## src/rtl/mips_pkg.sv

```systemverilog
// Shared MIPS definitions: opcode constants, instruction classes and the
// program-loader state encoding. The control-unit decoder uses the same
// opcode constants, so encoder and decoder cannot drift apart.
package mips_pkg;

  localparam logic [5:0] OP_RTYPE = 6'b000000;
  localparam logic [5:0] OP_LW    = 6'b100011;
  localparam logic [5:0] OP_SW    = 6'b101011;
  localparam logic [5:0] OP_BEQ   = 6'b000100;
  localparam logic [5:0] OP_J     = 6'b000010;
  localparam logic [5:0] OP_ADDI  = 6'b001000;

  typedef enum logic [2:0] {
    CLS_RTYPE = 3'd0,
    CLS_LW    = 3'd1,
    CLS_SW    = 3'd2,
    CLS_BEQ   = 3'd3,
    CLS_J     = 3'd4,
    CLS_ADDI  = 3'd5,
    CLS_RSV6  = 3'd6,
    CLS_RSV7  = 3'd7
  } instr_class_e;

  typedef enum logic [1:0] {
    ST_IDLE = 2'd0,
    ST_LOAD = 2'd1,
    ST_DONE = 2'd2
  } load_state_e;

endpackage

```

## src/rtl/instr_word_encoder.sv

```systemverilog
// Combinational packer: instruction class plus fields -> 32-bit MIPS word.
// class_valid is low for classes that have no encoding in this build.
// Build option: MIPS_ADDI_EN makes class 5 (addi) a valid class.
module instr_word_encoder
  import mips_pkg::*;
(
  input  logic [2:0]  cls,
  input  logic [4:0]  rs,
  input  logic [4:0]  rt,
  input  logic [4:0]  rd,
  input  logic [4:0]  shamt,
  input  logic [5:0]  funct,
  input  logic [15:0] imm,
  input  logic [25:0] target,
  output logic [31:0] word,
  output logic        class_valid
);

  instr_class_e cls_s;

  assign cls_s = instr_class_e'(cls);

  // Select the field layout for the class; unused fields are simply dropped.
  always_comb begin
    word        = 32'h0000_0000;
    class_valid = 1'b0;
    case (cls_s)
      CLS_RTYPE: begin
        word        = {OP_RTYPE, rs, rt, rd, shamt, funct};
        class_valid = 1'b1;
      end
      CLS_LW: begin
        word        = {OP_LW, rs, rt, imm};
        class_valid = 1'b1;
      end
      CLS_SW: begin
        word        = {OP_SW, rs, rt, imm};
        class_valid = 1'b1;
      end
      CLS_BEQ: begin
        word        = {OP_BEQ, rs, rt, imm};
        class_valid = 1'b1;
      end
      CLS_J: begin
        word        = {OP_J, target};
        class_valid = 1'b1;
      end
`ifdef MIPS_ADDI_EN
      CLS_ADDI: begin
        word        = {OP_ADDI, rs, rt, imm};
        class_valid = 1'b1;
      end
`else
      CLS_ADDI: begin
        word        = 32'h0000_0000;
        class_valid = 1'b0;
      end
`endif
      default: begin
        word        = 32'h0000_0000;
        class_valid = 1'b0;
      end
    endcase
  end

endmodule

```

## src/rtl/instr_encode_loader.sv

```systemverilog
// Program loader: accepts instruction descriptors over valid/ready, encodes
// each into a MIPS word and writes it to consecutive instruction-memory
// addresses starting at BASE_ADDR. A session ends on in_last or when the top
// word of memory has been written; the address never wraps.
// Build option: MIPS_ADDI_EN (passed through to instr_word_encoder).
module instr_encode_loader
  import mips_pkg::*;
#(
  parameter int unsigned ADDR_W    = 8,
  parameter int unsigned BASE_ADDR = 0
) (
  input  logic              clk,
  input  logic              reset,
  input  logic              start,
  input  logic              in_valid,
  output logic              in_ready,
  input  logic [2:0]        in_class,
  input  logic [4:0]        in_rs,
  input  logic [4:0]        in_rt,
  input  logic [4:0]        in_rd,
  input  logic [4:0]        in_shamt,
  input  logic [5:0]        in_funct,
  input  logic [15:0]       in_imm,
  input  logic [25:0]       in_target,
  input  logic              in_last,
  output logic              mem_we,
  output logic [ADDR_W-1:0] mem_addr,
  output logic [31:0]       mem_wdata,
  output logic              busy,
  output logic              done,
  output logic              err,
  output logic [ADDR_W:0]   count
);

  localparam logic [ADDR_W-1:0] ADDR_BASE = ADDR_W'(BASE_ADDR);
  localparam logic [ADDR_W-1:0] ADDR_TOP  = {ADDR_W{1'b1}};

  load_state_e       state_r, state_nxt_s;
  logic [ADDR_W-1:0] addr_r, addr_nxt_s;
  logic [ADDR_W:0]   count_r, count_nxt_s;
  logic              err_r, err_nxt_s;
  logic              we_r, we_nxt_s;
  logic [ADDR_W-1:0] waddr_r, waddr_nxt_s;
  logic [31:0]       wdata_r, wdata_nxt_s;
  logic [31:0]       word_s;
  logic              class_valid_s;
  logic              xfer_s;

  instr_word_encoder u_enc (
    .cls         (in_class),
    .rs          (in_rs),
    .rt          (in_rt),
    .rd          (in_rd),
    .shamt       (in_shamt),
    .funct       (in_funct),
    .imm         (in_imm),
    .target      (in_target),
    .word        (word_s),
    .class_valid (class_valid_s)
  );

  assign xfer_s = in_valid && (state_r == ST_LOAD);

  // Next-state, address/count bookkeeping and the write-port values.
  always_comb begin
    state_nxt_s = state_r;
    addr_nxt_s  = addr_r;
    count_nxt_s = count_r;
    err_nxt_s   = err_r;
    we_nxt_s    = 1'b0;
    waddr_nxt_s = waddr_r;
    wdata_nxt_s = wdata_r;
    case (state_r)
      ST_IDLE, ST_DONE: begin
        if (start) begin
          state_nxt_s = ST_LOAD;
          addr_nxt_s  = ADDR_BASE;
          count_nxt_s = {(ADDR_W+1){1'b0}};
          err_nxt_s   = 1'b0;
        end else begin
          state_nxt_s = state_r;
        end
      end
      ST_LOAD: begin
        if (xfer_s) begin
          if (class_valid_s) begin
            we_nxt_s    = 1'b1;
            waddr_nxt_s = addr_r;
            wdata_nxt_s = word_s;
            count_nxt_s = count_r + {{ADDR_W{1'b0}}, 1'b1};
            if (addr_r == ADDR_TOP) begin
              // Top word written: the address holds, the session ends.
              addr_nxt_s = addr_r;
              if (!in_last) begin
                err_nxt_s = 1'b1;
              end else begin
                err_nxt_s = err_r;
              end
              state_nxt_s = ST_DONE;
            end else begin
              addr_nxt_s = addr_r + {{(ADDR_W-1){1'b0}}, 1'b1};
            end
          end else begin
            err_nxt_s = 1'b1;
          end
          if (in_last) begin
            state_nxt_s = ST_DONE;
          end else begin
            state_nxt_s = (state_nxt_s == ST_DONE) ? ST_DONE : ST_LOAD;
          end
        end else begin
          state_nxt_s = ST_LOAD;
        end
      end
      default: begin
        state_nxt_s = ST_IDLE;
        addr_nxt_s  = ADDR_BASE;
      end
    endcase
  end

  // State and datapath registers; reset also drops any pending write.
  always_ff @(posedge clk) begin
    if (reset) begin
      state_r <= ST_IDLE;
      addr_r  <= ADDR_BASE;
      count_r <= {(ADDR_W+1){1'b0}};
      err_r   <= 1'b0;
      we_r    <= 1'b0;
      waddr_r <= {ADDR_W{1'b0}};
      wdata_r <= 32'h0000_0000;
    end else begin
      state_r <= state_nxt_s;
      addr_r  <= addr_nxt_s;
      count_r <= count_nxt_s;
      err_r   <= err_nxt_s;
      we_r    <= we_nxt_s;
      waddr_r <= waddr_nxt_s;
      wdata_r <= wdata_nxt_s;
    end
  end

  assign in_ready  = (state_r == ST_LOAD);
  assign busy      = (state_r == ST_LOAD);
  assign done      = (state_r == ST_DONE);
  assign err       = err_r;
  assign count     = count_r;
  assign mem_we    = we_r;
  assign mem_addr  = waddr_r;
  assign mem_wdata = wdata_r;

endmodule

```

## config.mk

```make
export PLATFORM = sky130hd
export DESIGN_NAME = instr_encode_loader
export DESIGN_NICKNAME = d
export VERILOG_FILES = /design/src/rtl/mips_pkg.sv /design/src/rtl/instr_word_encoder.sv /design/src/rtl/instr_encode_loader.sv
export SDC_FILE = /design/constraint.sdc
export NUM_CORES = 1
export LEC_CHECK = 0
export BUFFER_PORTS_ARGS = -buffer_cell sky130_fd_sc_hd__buf_2
export CAP_MARGIN = 20
export CORE_UTILIZATION = 45
export CTS_BUF_LIST = sky130_fd_sc_hd__clkbuf_8 sky130_fd_sc_hd__clkbuf_16
export DETAILED_ROUTE_END_ITERATION = 8
export GPL_TIMING_DRIVEN = 0
export PLACE_DENSITY = 0.77
export SYNTH_ARGS = -nofsm -noshare
export SYNTH_HDL_FRONTEND = slang
export SYNTH_SLANG_ARGS = --single-unit
```

## constraint.sdc

```tcl
create_clock -name clk -period 2.6 [get_ports clk]
set_clock_uncertainty 0.1 [all_clocks]
set_input_delay 0.52 -clock clk [delete_from_list [all_inputs] [get_ports clk]]
set_output_delay 0.52 -clock clk [all_outputs]
set_load 0.01 [all_outputs]
```

# After elaboration in Yosys (flattened, before gate mapping)
# Cells that the tools add are included.
# word_totals
word_cells,63
input_bits,76
register_bits,61
# op_classes
add_sub_neg,2
n_mux,27
eq_ne,14
reduce_logical,11
bitwise_logic,2
# op_table
op,n
case mux 32 bit (5 select lines),1
2-to-1 mux 8 bit,4
2-to-1 mux 9 bit,3
case mux 9 bit (2 select lines),1
2-to-1 mux 2 bit,8
case mux 8 bit (2 select lines),1
adder 9 x 1 -> 9 bit (second input constant),1
adder 8 x 1 -> 8 bit (second input constant),1
== test 8 bit (second input constant),1
AND reduction 4 bit,2
2-to-1 mux 1 bit,7
== test 3 x 2 -> 1 bit (second input constant),2
AND reduction 5 bit,1
OR reduction 5 bit,1
== test 2 bit (second input constant),2
inequality test 2 x 1 -> 1 bit (second input constant),2
inequality test 2 bit (second input constant),2
case mux 2 bit (2 select lines),1
== test 3 x 1 -> 1 bit (second input constant),1
== test 3 bit (second input constant),1
logical NOT 3 bit,1
inequality test 3 x 2 -> 1 bit (second input constant),1
inequality test 3 bit (second input constant),1
AND reduction 3 bit,1
8 further kinds,9

# Logic depth before layout (Yosys ltp)
# Gate-level depths: netlist (run 1).
# depth
ltp_word,11
depth_mapped,7

# Cells and area by module
# From an unflattened synthesis (run 1), not the netlist that was laid out.
# unflattened
cells_unflattened,396
area_unflattened_um2,3141.8
# modules_own_cells
module,cells_per_inst,n_inst,area_per_inst_um2
instr_encode_loader,298,1,2452.4
instr_word_encoder,98,1,689.4

# Worst setup path before layout (run 1)
# OpenSTA, ideal clock, no wires.
# synth_timing
path_type,input to register
from,input in_class[0]
to,register addr_r[7]
setup_slack_ns,0.821
t_arrival_ns,1.607
n_path_buf,1
required_ns,2.428
cell_stages,5
setup_ns,0.072
path_cell_list,buf_4 -> o21ai_4 -> o2111ai_1 -> a211oi_1 -> mux2i_1
# synth_via
elab_chain_len,5
# synth_lines
element,line_no,text
start: declaration,instr_encode_loader.sv:17,"input logic [2:0] in_class,"
== test 3 x 1 -> 1 bit (tied with other cells),instr_word_encoder.sv:27,case (cls_s)
OR reduction 5 bit (no source line) (*),-,
2-to-1 mux 1 bit (*),instr_word_encoder.sv:27,
inequality test 2 x 1 -> 1 bit (no source line) (*),-,
AND reduction 4 bit (no source line) (*),-,
end signal: assignment,instr_encode_loader.sv:134,addr_r <= addr_nxt_s;
end: declaration,instr_encode_loader.sv:39,"logic [ADDR_W-1:0] addr_r, addr_nxt_s;"
# Every way passes the cells marked *; elsewhere a longest branch is shown, timed or not.
# A chain may end at the register's enable or synchronous reset.

# Worst setup path in the final report (run 1)
# layout_timing
from,register addr_r[0]
to,register addr_r[2]
# layout_via
elab_chain_len,5
# layout_lines
element,line_no,text
adder 8 x 1 -> 8 bit,instr_encode_loader.sv:101,"addr_nxt_s = addr_r + {{(ADDR_W-1){1'b0}}, 1'b1};"
2-to-1 mux 8 bit,instr_encode_loader.sv:91,if (addr_r == ADDR_TOP) begin
2-to-1 mux 8 bit,instr_encode_loader.sv:86,if (class_valid_s) begin
2-to-1 mux 8 bit,instr_encode_loader.sv:85,if (xfer_s) begin
case mux 8 bit (2 select lines),instr_encode_loader.sv:73,case (state_r)
# Parallel ways exist; a longest one is shown, timed or not. The select of a mux whose other input is x is not followed.

==> results of run 1 <==
## final timing paths
kind                            depth (start not counted)          end         from  slack (ps)
worst min register to register                          2  mem_addr[7]  mem_addr[7]         350
worst min-delay path                                    2  mem_addr[7]  mem_addr[7]         350
worst max-delay path                                    5    addr_r[2]    addr_r[0]         620
worst max register to register                          5    addr_r[2]    addr_r[0]         620
## layout by cell type, fill, tap and decap left out, drive strengths merged, types with 2 or more instances in the layout
cell	n
or3	3
a21oi	26
a211oi	4
mux2i	23
o31ai	6
nand3b	2
ha	2
nor3	26
o211a	16
nand3	26
nor2	36
or4	5
clkinv	2
nand4	2
buf	141
dfxtp	59
o21ai	6
nand2	33
a311oi	10
clkbuf	29
nand2b	8
nor2b	12
inv	3
## area by class of cell
cell class | count | share of cell area (%)
Timing Repair Buffer | 126 | 16.3
Sequential cell | 59 | 30.5
Tap cell | 77 | 2.49
Multi-Input combinational cell | 262 | 41.6
Inverter | 2 | 0.194
Buffer | 32 | 4.30
Clock inverter | 3 | 0.356
Clock buffer | 12 | 4.27
## through the flow
| step | hold WS [ps] | setup slack (ps) | total power [µW] | std cells |
|---|---|---|---|---|
| 2_1_floorplan | 353 | 821 | 1140 | 355 |
| 3_3_place_gp | 340 | 553 | 1270 | 558 |
| 3_5_place_dp | 347 | 516 | 1270 | 558 |
| 4_1_cts | 355 | 617 | 2030 | 573 |
| 5_1_grt | 382 | 395 | 2110 | 573 |
| 6_report | 354 | 619 | 2010 | 573 |
## power breakdown
part | internal, µW | switching, µW
registers | 932 | 18.0
logic | 135 | 171
clock network | 412 | 346
total | 1480 | 534
## routing by layer
metal / vias to the layer above / GRT usage (%) / share of wire (%)
met2: 114 / 40.4 / 48
li1: 1554 / - / -
met5: - / 0 / 0
met1: 1433 / 29.9 / 44
met4: 0 / 11.4 / 2.4
met3: 17 / 5.37 / 6.3
## cell families (layout without fill, tap and decap cells)
| family | Yosys count | after routing | share of synthesized area [%] |
|---|---|---|---|
| and+or+nand+nor | 159 | 159 | 26.2 |
| muxes | 24 | 24 | 8.14 |
| AOI/OAI and AO/OA | 75 | 75 | 18.7 |
| adders and majority gates | 2 | 2 | 0.844 |
| DFF | 59 | 59 | 39.8 |
| other | 1 | 1 | 0.126 |
| buffers and inverters | 34 | 175 | 5.87 |
| xor gates and xnor gates | 1 | 1 | 0.295 |
## sequential cells by signal, indices dropped and copies added (netlist names)
| name | cells |
|---|---|
| err | 1 |
| mem_wdata | 30 |
| count | 9 |
| mem_addr | 8 |
| state_r | 2 |
| addr_r | 8 |
| mem_we | 1 |
## worst max-delay path, cell delays in order, from the launching register on
cell       delay [ps]
dfxtp_1           390
ha_1              230
nand3_1           170
o2111ai_1         570
a21boi_0          230
mux2i_1           170
==> impl_metrics.ini, run 1 <==
[yosys]
synth_most_common_cell = dfxtp_1
synth_common_cells = dfxtp_1, nor2_1, nand2_1, nand3_1, nor3_1
synth_warnings = 0
ys_top_cells_by_area = dfxtp_1, mux2i_1, o211a_1
ys_ff_latch = 59
postSynthCellCount = 355
synth.net_count = 433
synth_top_area_share_pct = 39.8
avgSynthCellArea_um2 = 8.35
ys.flop_type = dfxtp_1
ys_seq_area_share_pct = 39.8
async_flop_share_pct = 0
synth-edff-count = 0
syn_area_um2 = 2970
ys_types = 43
yosysTopAreaCell = dfxtp_1

[sta]
fmax_ghz = 0.505
setup_viol = 0
worstMarginPinSlew_ps = 622
relSlewSlack_pct = 58.5
fin_crit_sh_pct = 76.2
fin_setup_tns_ps = 0
rsz0062_at_grt = false
hold_viol = 0
min_period_ps = 1980
slew_viol_final = 0

[floorplanning]
die_y_um = 83.2
die_w_um = 83.2
die_area_um2 = 6920
boundaryPins = 130
fp.coreArea_um2 = 6350
rows = 29
start_util_pct = 46.7

[drt]
drc_errors = 0
drt_pre_antenna_iters = 4
drt-total-wl_um = 8180
wl_per_cell_um = 14.3
vias_per_cell = 5.44
drt_iter0_drc = 111
vias = 3118
drtAntennaViolNets = 0

[global_routing]
grt.overflow.total = 0
antenna_found_initial = 0
grt_max_degree = 11
grt_pass1_wl_um = 13500
grtUsageTotal_pct = 24.3
grt_pass1_vias = 2929

[finish]
insertedDiodeCount = 0
utilization_pct = 61.0
drive_above_1_share_pct = 32.5
seq_area_um2 = 1180
multi_input_area_um2 = 1610
synthToLayoutAreaGrowth_pct = 30.5
fillers = 591
final_area_um2 = 3870
nets = 570

[run_status]
status = finished clean

[cts]
clkTransAtPathRegs_ps = 70
htree_levels = 3
clk_latency_ps = 330
cts_sinks = 59
cts_made_buffers = 9
cts_setup_buffers = 0
cts-resized-gates = 0
clockBufferDepth = 2
cts_hold_buf = 0
clockRootBuffer = clkbuf_8
cts_tree = built

[power]
ir_drop_mv = 0.320
leakage_uw = 0.00178
p_per_area_nw_per_um2 = 520

[placement]
routabilityCongestion = 0.816
port_buffers = 126
dpl-instance-area_um2 = 3690
hpwl_um = 6130

[critical_path]
crit_arrival_ps = 2090
end_kind = flip-flop
critical_path_class = flip-flop to flip-flop
start_kind = flip-flop
crit_required_ps = 2710
cp_max_fo = 8

[min_path]
hp-class = flip-flop to flip-flop

[flow_run]
cap_viol_max_count = 0
Note: power is estimated with default switching activity, not from simulation.
==> run 2: changes to the inputs <==
==> constraint.sdc (replaced) <==
create_clock -name clk -period 1.95 [get_ports clk]
set_clock_uncertainty 0.1 [all_clocks]
set_input_delay 0.39 -clock clk [delete_from_list [all_inputs] [get_ports clk]]
set_output_delay 0.39 -clock clk [all_outputs]
set_load 0.01 [all_outputs]
==> run 2 against run 1 <==
Effect of this change: sequential cell count did not move; clock power up 33%; clock-buffer cell count unchanged; critical endpoint is now in_ready; largest power group unchanged; highest routed layer unchanged.
==> impl_metrics.ini, run 2 (same netlist as run 1, synthesis figures left out) <==
[critical_path]
worst_r2r_startpoint = state_r[0]
start_kind = flip-flop
rr_endpoint = mem_wdata[21]
r2r_cells = 6
r2r_slack_ps = 170
critical_path_class = flip-flop to output port
crit_start = state_r[0]
crit_arrival_ps = 1310
end_kind = output port
crit_required_ps = 1460
cp_max_fo = 9

[floorplanning]
die_w_um = 83.2
die_area_um2 = 6920
boundaryPins = 130
start_util_pct = 46.7
die_y_um = 83.2
fp.coreArea_um2 = 6350
rows = 29

[drt]
wl_per_cell_um = 14.3
drt_pre_antenna_iters = 4
drc_errors = 0
drtAntennaViolNets = 0
drt_iter0_drc = 111
vias_per_cell = 5.42
drt-total-wl_um = 8200
vias = 3105

[global_routing]
antenna_found_initial = 0
grt_pass1_wl_um = 13500
grt.overflow.total = 0
grt_max_degree = 11
grtUsageTotal_pct = 24.3
grt_pass1_vias = 2927

[finish]
insertedDiodeCount = 0
largest_reg_flops = 30
synthToLayoutAreaGrowth_pct = 31.3
fillers = 592
final_common_cell = buf_2
final_cell_mix = buf_2, dfxtp_1, nor2_1, nand2_1
final_area_um2 = 3890
nets = 570
drive_above_1_share_pct = 33.1

[sta]
holdWs_ps = 254
rsz0062_at_grt = false
fmax_ghz = 0.556
worstMarginPinSlew_ps = 564
slew_viol_final = 0
relSlewSlack_pct = 62.4
min_period_ps = 1800
fin_setup_tns_ps = 0
setup_viol = 0
hold_viol = 0
fin_crit_sh_pct = 92.2

[placement]
routabilityCongestion = 0.816
hpwl_um = 6130
port_buffers = 126
dpl-instance-area_um2 = 3690

[min_path]
hp-class = input port to flip-flop
min_from = in_target[18]
whs_path_depth = 3
holdPathEnd = mem_wdata[18]

[cts]
cts_sinks = 59
cts_tree = built
clockRootBuffer = clkbuf_8
cts_made_buffers = 9
clk_latency_ps = 330
htree_levels = 3
clkTransAtPathRegs_ps = 60
clockBufferDepth = 2

[power]
p_per_area_nw_per_um2 = 690
leakage_uw = 0.00179
p_total_uw = 2690
ir_drop_mv = 0.431

[run_status]
status = finished clean

[flow_run]
cap_viol_max_count = 0
## run 2: cell types whose count changed in the layout (fill, tap and decap cells not counted), sizes merged
| cell | previous run | this run |
|---|---|---|
| clkbuf | 29 | 30 |
| buf | 141 | 140 |
## run 2: metal layers
metal  vias up  track usage, %  share of wire (%)
met5         -               0                  0
met4         0            11.4                2.4
met3        17            5.37                6.2
met2       111            40.2                 48
met1      1427            30.0                 44
li1       1550               -                  -
## run 2: timing repair
item / 4_1_cts / 5_1_grt
hold buffers: 0 / 0
setup buffers: 0 / 0
gates cloned: 0 / 0
setup endpoints to repair: 1 / 15
hold endpoints to repair: 0 / 0
resized for setup: 1 / 5
## run 2: worst max path at each step
| stage | to | slack, ps | depth (start not counted) |
|---|---|---|---|
| after floorplan | addr_r[2] | 300 | 5 |
| after global placement | mem_wdata[13] | 30 | 6 |
| after detailed placement | addr_r[2] | -10 | 5 |
| after CTS | in_ready | 80 | 3 |
| after global routing | addr_r[2] | 40 | 5 |
| final | in_ready | 150 | 3 |
## run 2: area by class of cell
cell class | count | area (µm²) | area share [%]
buffer | 32 | 170 | 4.37
multi-input combinational | 262 | 1630 | 41.8
sequential | 59 | 1180 | 30.4
tap | 77 | 96.3 | 2.47
timing repair buffer | 126 | 631 | 16.2
inverter | 2 | 7.51 | 0.193
clock inverter | 3 | 13.8 | 0.353
clock buffer | 12 | 165 | 4.24
## run 2: power by group
part	internal [µW]	leakage, µW	switching (µW)
registers	1240	0.000478	24.8
logic	182	0.00121	229
clock network	549	0.0000994	461
total	1970	0.00179	714
## run 2: per-stage QoR
stage               instances  util [%]  setup slack, ps
detailed placement        558      58.1            -11.2
CTS                       573      61.1             79.2
finish                    573      61.3              152
floorplan                 355         -              299
global route              573      61.3             45.0
global placement          558      58.1             32.8
## run 2: worst max-delay path: stages, from the launching register on
cell     delay, ps
dfxtp_2        410
nor2b_1        300
buf_4          160
buf_2          110
==> run 3: changes to the inputs <==
--- a/config.mk
+++ b/config.mk
@@ -7,11 +7,13 @@
 export LEC_CHECK = 0
 export BUFFER_PORTS_ARGS = -buffer_cell sky130_fd_sc_hd__buf_2
 export CAP_MARGIN = 20
-export CORE_UTILIZATION = 45
+export CELL_PAD_IN_SITES_DETAIL_PLACEMENT = 0
+export CELL_PAD_IN_SITES_GLOBAL_PLACEMENT = 2
+export CORE_UTILIZATION = 26
 export CTS_BUF_LIST = sky130_fd_sc_hd__clkbuf_8 sky130_fd_sc_hd__clkbuf_16
 export DETAILED_ROUTE_END_ITERATION = 8
 export GPL_TIMING_DRIVEN = 0
-export PLACE_DENSITY = 0.77
+export PLACE_DENSITY_LB_ADDON = 0.1
 export SYNTH_ARGS = -nofsm -noshare
 export SYNTH_HDL_FRONTEND = slang
 export SYNTH_SLANG_ARGS = --single-unit
==> run 3 against run 2 <==
Effect of this change: critical path depth up 2; final cell count up 11%; first-iteration DRC count up 1.8%; critical endpoint is now addr_r[7]; setup slack better by 8.2 ps; register-to-register slack about the same; highest routed layer unchanged.
==> impl_metrics.ini, run 3 (same netlist as run 1, synthesis figures left out) <==
[run_status]
status = finished clean

[global_routing]
use_met2_pct = 28.4
antenna_found_initial = 0
grt_pass1_wl_um = 15500
grtUsageTotal_pct = 17.1
grt_max_degree = 11
grt.overflow.total = 0
met3_usage_pct = 4.72
grt_pass1_vias = 3067
busiest_layer = met2
grt_use_met1_pct = 21.5

[sta]
worstMarginPinSlew_ps = 589
fin_crit_sh_pct = 91.8
hold_viol = 0
relSlewSlack_pct = 60.7
setup_viol = 0
rsz0062_at_grt = true
slew_viol_final = 0
fmax_ghz = 0.559
min_period_ps = 1790

[finish]
insertedDiodeCount = 0
utilization_pct = 37.5
largest_reg_flops = 30
final_cell_mix = buf_2, dfxtp_1, nor2_1, nand2_1
final_common_cell = buf_2
drive_above_1_share_pct = 33.4
nets = 570
synthToLayoutAreaGrowth_pct = 38.9

[floorplanning]
fp.coreArea_um2 = 11000
boundaryPins = 130
die_w_um = 109
die_area_um2 = 11800
rows = 38
die_y_um = 109
start_util_pct = 27.0

[min_path]
hp-class = input port to flip-flop
whs_path_depth = 3
min_from = in_last

[critical_path]
start_kind = flip-flop
critical_path_class = flip-flop to flip-flop
crit_start = addr_r[0]
cp_max_fo = 8
crit_arrival_ps = 1940
crit_required_ps = 2100
worst_r2r_startpoint = addr_r[0]
r2r_cells = 5
end_kind = flip-flop

[cts]
cts_tree = built
clkTransAtPathRegs_ps = 50
cts_sinks = 59
clockBufferDepth = 2
cts_made_buffers = 9
clockRootBuffer = clkbuf_16
cts_hold_buf = 0
htree_levels = 3
clk_latency_ps = 330

[drt]
wl_per_cell_um = 14.9
drtAntennaViolNets = 0
drt_pre_antenna_iters = 4
drt-total-wl_um = 9510
vias_per_cell = 4.80
drt_iter0_drc = 113
vias = 3058
drc_errors = 0

[power]
pwr-share-comb_pct = 12.1
intPower_uw = 2610
ir_drop_mv = 0.318
power.share.clock_pct = 51.0
seqPwrFrac_pct = 36.9
leakage_uw = 0.00185
p_per_area_nw_per_um2 = 834
p_total_uw = 3440
switchingPower_uw = 828
switching_share_pct = 24.1

[placement]
port_buffers = 126
routabilityCongestion = 0.728
hpwl_um = 7130

[flow_run]
cap_viol_max_count = 0
## run 3: changes by cell type in the layout (fill, tap and decap cells not counted), sizes merged
cell	delta
buf	-2
bufinv	+2
clkbuf	+1
clkinv	-1
clkinvlp	+1
## run 3: timing repair
| item | in CTS | in global routing |
|---|---|---|
| buffers inserted | 0 | 0 |
| gates resized for setup | 1 | 10 |
| setup endpoints to repair | 6 | 40 |
## run 3: cell type report
cell class	instances	area (µm²)
plain buffers	32	179
clock buffers	11	253
clock inverters	5	76.3
fillers	1198	6860
inverters	2	7.51
multi-input cells	262	1620
flip-flops and latches	59	1180
well taps	140	175
repair buffers	126	631
## run 3: critical path: stages, from the launching register on
cell and delay (ps):
dfxtp_1 340, ha_1 250, nand3_1 180, o2111ai_2 250, a211oi_1 370, mux2i_1 220
## run 3: path summary, 6_finish.rpt
path	slack, ps	end
worst min register to register	350	mem_addr[7]
worst max register to register	160	addr_r[7]
worst min-delay path	260	state_r[1]
worst max-delay path	160	addr_r[7]
## run 3: through the flow
stage	setup TNS, ps	instances	cell area, µm²	hold slack, ps	setup WS, ps
finish	0	637	4120	263	160
global route	-30.7	637	4120	291	-18.1
CTS	0	637	4110	255	28.5
detailed placement	-236	621	3770	350	-59.7
global placement	-513	621	3770	343	-97.3
floorplan	0	355	2970	353	299
## run 3: layer usage
metal  part of all wire (%)  routed length (µm)  vias up
met5                      0                   0        -
met1                     46                4350     1414
met4                    1.0                  98        0
li1                       -                   -     1551
met2                     47                4490       84
met3                    6.1                 576        9
## run 3: power groups by stage
stage	Sequential [µW]	Combinational (µW)	Clock (µW)
after detailed placement	1290	422	0
after CTS	1270	424	1790
final	1270	417	1750
after global routing	1270	471	1850
after floorplan	1300	221	0
after global placement	1290	418	0
